--- src/rtl/regfile_mp.sv ---
// regfile_mp: multi-read-port register file with write-through bypass,
// per-register pending bits and a clear sequencer that zeroes the array after reset.
module regfile_mp #(
  parameter int  DATA_W   = 32,
  parameter int  NUM_REGS = 32,
  parameter int  NUM_RD   = 2,
  parameter int  BYPASS   = 1,
  localparam int AW       = $clog2(NUM_REGS)
) (
  input  logic                     clk_i,
  input  logic                     rst_n_i,
  output logic                     init_ready_o,
  input  logic                     we_i,
  input  logic [AW-1:0]            w_addr_i,
  input  logic [DATA_W-1:0]        w_data_i,
  input  logic [NUM_RD*AW-1:0]     rd_addr_i,
  output logic [NUM_RD*DATA_W-1:0] rd_data_o,
  output logic [NUM_RD-1:0]        rd_busy_o,
  input  logic                     rsv_valid_i,
  input  logic [AW-1:0]            rsv_addr_i
);

  typedef enum logic {CLEAR = 1'b0, READY = 1'b1} state_t;

  localparam logic [AW-1:0] LAST_ADDR = AW'(NUM_REGS - 1);

  state_t              state_reg, state_next;
  logic [AW-1:0]       cnt_reg, cnt_next;
  logic [NUM_REGS-1:0] pend_reg, pend_next;
  logic [DATA_W-1:0]   mem_reg [NUM_REGS];

  logic                mem_we;
  logic [AW-1:0]       mem_waddr;
  logic [DATA_W-1:0]   mem_wdata;
  logic                wr_ok;
  logic                rsv_ok;

  // x0 and addresses past the last register are never written, reserved or read.
  function automatic logic addr_ok(input logic [AW-1:0] a);
    return (a != '0) && (32'(a) < 32'(NUM_REGS));
  endfunction

  assign wr_ok        = we_i && addr_ok(w_addr_i);
  assign rsv_ok       = rsv_valid_i && addr_ok(rsv_addr_i);
  assign init_ready_o = (state_reg == READY);

  always_ff @(posedge clk_i or negedge rst_n_i) begin
    if (!rst_n_i) begin
      state_reg <= CLEAR;
      cnt_reg   <= AW'(1);
      pend_reg  <= '0;
    end else begin
      state_reg <= state_next;
      cnt_reg   <= cnt_next;
      pend_reg  <= pend_next;
    end
  end

  always_comb begin
    state_next = state_reg;
    cnt_next   = cnt_reg;
    pend_next  = pend_reg;
    mem_we     = 1'b0;
    mem_waddr  = w_addr_i;
    mem_wdata  = w_data_i;
    case (state_reg)
      CLEAR: begin
        mem_we    = 1'b1;
        mem_waddr = cnt_reg;
        mem_wdata = '0;
        cnt_next  = cnt_reg + 1'b1;
        if (cnt_reg == LAST_ADDR) state_next = READY;
      end
      READY: begin
        mem_we = wr_ok;
        if (wr_ok)  pend_next[w_addr_i]   = 1'b0;
        // Reservation applied last so a same-cycle new producer keeps the bit set.
        if (rsv_ok) pend_next[rsv_addr_i] = 1'b1;
      end
      default: state_next = CLEAR;
    endcase
  end

  // Array has no reset; contents are zeroed by the CLEAR walk instead.
  always_ff @(posedge clk_i) begin
    if (mem_we) mem_reg[mem_waddr] <= mem_wdata;
  end

  generate
    for (genvar gi = 0; gi < NUM_RD; gi++) begin : g_rd
      logic [AW-1:0]     addr;
      logic [DATA_W-1:0] data;
      logic              busy;

      assign addr = rd_addr_i[gi*AW +: AW];

      always_comb begin
        data = '0;
        busy = 1'b0;
        if (state_reg == READY && addr_ok(addr)) begin
          if (BYPASS != 0 && we_i && w_addr_i == addr) begin
            data = w_data_i;
          end else begin
            data = mem_reg[addr];
            busy = pend_reg[addr];
          end
        end
      end

      assign rd_data_o[gi*DATA_W +: DATA_W] = data;
      assign rd_busy_o[gi]                  = busy;
    end
  endgenerate

endmodule

--- config.mk ---
export PLATFORM = sky130hd
export DESIGN_NAME = regfile_mp
export DESIGN_NICKNAME = d
export VERILOG_FILES = /design/src/rtl/regfile_mp.sv
export SDC_FILE = /design/constraint.sdc
export NUM_CORES = 1
export LEC_CHECK = 0
export BUFFER_PORTS_ARGS = -buffer_cell sky130_fd_sc_hd__buf_2
export CAP_MARGIN = 10
export CORE_UTILIZATION = 40
export DETAILED_ROUTE_END_ITERATION = 12
export PLACE_DENSITY = 0.55
export SETUP_SLACK_MARGIN = 0.15
export SKIP_LAST_GASP = 1
export SYNTH_ARGS = -nofsm -noshare
export SYNTH_HDL_FRONTEND = slang
export SYNTH_SLANG_ARGS = --single-unit
--- constraint.sdc ---
create_clock -name clk_i -period 5.4 [get_ports clk_i]
set_input_delay 1.62 -clock clk_i [delete_from_list [all_inputs] [get_ports clk_i]]
set_output_delay 1.62 -clock clk_i [all_outputs]
set_load 0.01 [all_outputs]
==> metrics.txt <==
status=finished, final reports clean; CP endpoint kind=primary output; drt first pass iters=5; H-tree depth=3; Max Root-Sink Buffers=3; fin crit period=5310 ps; syn avg cell area=17.4 um2; Sw Share=24.0%; mux cell area share after synthesis=23.0%; die height=358 um; Yosys top cell area share=60.8%; filler cell count=10489; Cell Rows=130; Largest register FFs=1024; Max IR drop VDD=0.278 mV; max cap viols=0; Tcrit/Tclk final=98.3%; Worst EP arrival=3690 ps; post-synthesis compound-gate area fraction=9.78%; RSZ-0062 raised after global routing=true; vias in the first global route=33104; Post-Synthesis Cell Area=0.0506 mm2; Worst-Margin Slew=1220 ps; Post-Synth Adder-Cell Area=0.0494%; first-pass GRT wire length=238000 um; commonest cells in the synthesized netlist=edfxtp_1 (1024), mux2i_1 (387), mux4_2 (342); Leak Pwr=20.6 nW; via count=32288; main combinational cell family by area after synthesis=multiplexers; worst-skew pair later-pin latency=720 ps; Total Routed Length=171000 um; Startpoint Class=input port; clk sinks=1062; relative slew slack=18.5%; Post-synth EDFFs=1024; Final Wtd Congestion=0.841; top_reg_cell synth=edfxtp_1; CTS buffer count=116; crit-path max FO=11; port bufs=122; num ports=123; Via-to-Cell Ratio=6.50; initial antenna violation count=6; Root Driver=clkbuf_16; Placeable Area=0.126 mm2; Area Overhead vs Synth=18.9%; wire per inst=34.4 um; post-synthesis net count=2971; Hold Slack=426 ps; Comb pwr share=10.9%; clk slew on worst S/H paths=60 ps; sequential share of power=48.5%; Final Hold Vio Count=0; die width=358 um; GR Overflow Total=0; CP required=3780 ps; post-synthesis register bit count=1062; area leader, netlist=edfxtp_1; Post-DP HPWL=97800 um; Hold Crit Class=reg2reg; post-synthesis sequential area ratio=62.6%; Initial DRC Count=4016; GRT Total Usage=26.1%; Nets=3279; hold buffer count at CTS=0; largest net degree at the start of global routing=72; Distinct cells, synth=53; Worst Skew=32.1 ps; most frequent CP cell=buf_4; Remaining DRCs=0; post-synthesis cell count=2913; Routed Antenna Nets=0; Warnings, synthesis=0; Async S/R FF share, synth=3.58%; top cells by area, synth=edfxtp_1 (61%), mux4_2 (15%), mux2i_1 (7.7%), a221oi_1 (3.1%), a22oi_1 (1.9%); most numerous cell in the Yosys netlist=edfxtp_1; CP max stage cell=a211o_1; Simple-Gate Fraction of Synth Area=1.48%; Starting Density=40.3%; Post-Synth XOR/XNOR Area=0.225%; Psw=4.51 mW; layout cells sized above 1=31.7%; delay of the slowest critical-path stage=320 ps; achievable frequency=188 MHz; P per Cell Area=312 mW/mm2; worst path cell trace=clkbuf_8 -> buf_8 -> xor2_2 -> nand2b_1 -> o211ai_1 -> buf_4 -> clkbuf_16 -> a21oi_1 -> buf_4 -> a211o_1 -> buf_2; clock network power share=40.6%; Final Util=47.9%; Slew Limit Fails=0; Internal Power=14.3 mW; CTS tree=yes; Final Setup Violations=0; die area=0.128 mm2; Worst Setup Path Type=in2out
## cell usage in the layout, fill, tap and decap left out, types with 5 or more instances in the layout
master	synthesis	layout
edfxtp_1	1024	1024
mux2i_1	387	384
mux4_2	342	342
buf_4	36	182
a221oi_1	177	168
clkbuf_16	0	133
o21ai_0	135	132
a22oi_1	125	121
buf_2	54	115
a21oi_1	122	98
buf_12	0	72
a211o_1	62	61
o21ai_1	57	57
nor2_4	0	37
dfrtp_1	37	36
clkinv_1	2	34
and2_1	33	33
clkinv_2	0	30
a21oi_2	0	24
buf_16	0	21
a221oi_2	11	20
nand2_1	19	19
clkbuf_1	102	19
buf_6	28	13
nand3_1	10	10
xnor2_1	11	9
nand2b_1	8	8
bufinv_16	0	8
o211ai_1	6	6
nor2b_1	9	6
bufbuf_16	0	5
buf_8	9	5
## metrics by stage
stage / instance area [um2] / TNS [ps] / std cells / total power, mW / worst slack [ps]
global route: 60200 / 0 / 4965 / 19.3 / 61.0
detailed placement: 54900 / -634 / 4676 / 11.1 / -104
finish: 60200 / 0 / 4966 / 18.8 / 89.4
global placement: 54900 / -307 / 4676 / 11.1 / -39.9
CTS: 59100 / 0 / 4913 / 18.8 / 140
floorplan: 50600 / 0 / 2913 / 10.4 / 606
## final cells by class
class | instances | area (um2) | share of cell area [%]
Timing Repair Buffer | 430 | 4740 | 7.88
Multi-Input combinational cell | 1604 | 18000 | 30.0
Clock inverter | 74 | 572 | 0.950
Clock buffer | 137 | 3020 | 5.02
Tap cell | 1650 | 2060 | 3.43
Inverter | 7 | 33.8 | 0.0561
Sequential cell | 1062 | 31700 | 52.7
Antenna cell | 2 | 5.00 | 0.00831
## worst paths after layout
path | start | to | slack, ps | cells after the start
setup / recovery | rd_addr_i[6] | rd_data_o[48] | 90 | 11
hold / removal | pend_reg[0] | pend_reg[0] | 430 | 0
setup reg to reg | init_ready_o | mem_reg[9][17] | 1790 | 7
hold reg to reg | pend_reg[0] | pend_reg[0] | 430 | 0
max in group asynchronous | rst_n_i | init_ready_o | 3750 | 1
min in group asynchronous | rst_n_i | pend_reg[2] | 1020 | 1
## power by group through the flow
stage / logic, mW / clock network [mW] / registers (mW)
finish: 2.04 / 7.63 / 9.12
global route: 2.14 / 8.00 / 9.12
CTS: 1.92 / 7.72 / 9.12
detailed placement: 1.85 / 0 / 9.29
global placement: 1.83 / 0 / 9.28
floorplan: 1.11 / 0 / 9.28
## critical path, delay by kind of cell
kind,cells,cell delay [ps]
AO/OA/AOI/OAI,3,610
XOR/XNOR,1,180
buffers and inverters,6,1060
AND/OR/NAND/NOR,1,200
## timing repair
item                       CTS  global route
gates cloned                 7            15
resized for setup           37            79
pin swaps                    3             9
setup endpoints to repair   64            60
setup buffers               19            35
## logic make-up (layout without fill, tap and decap cells)
| family | count (synthesis) | in the layout |
|---|---|---|
| DFF | 1062 | 1062 |
| muxes | 733 | 733 |
| AOI/OAI and AO/OA | 713 | 713 |
| buffers and inverters | 247 | 648 |
| and+or+nand+nor | 143 | 143 |
| xor gates and xnor gates | 13 | 13 |
| adders and majority gates | 2 | 2 |
| other | 0 | 2 |
## per-layer routing
| metal | global-route usage (%) | wire [um] | up-vias |
|---|---|---|---|
| met3 | 3.82 | 13400 | 398 |
| met5 | 0 | 27 | - |
| met1 | 34.3 | 66800 | 17082 |
| met2 | 43.9 | 83500 | 1690 |
| met4 | 9.86 | 7190 | 4 |
| li1 | - | - | 13114 |
Note: power is estimated with default switching activity, not from simulation.
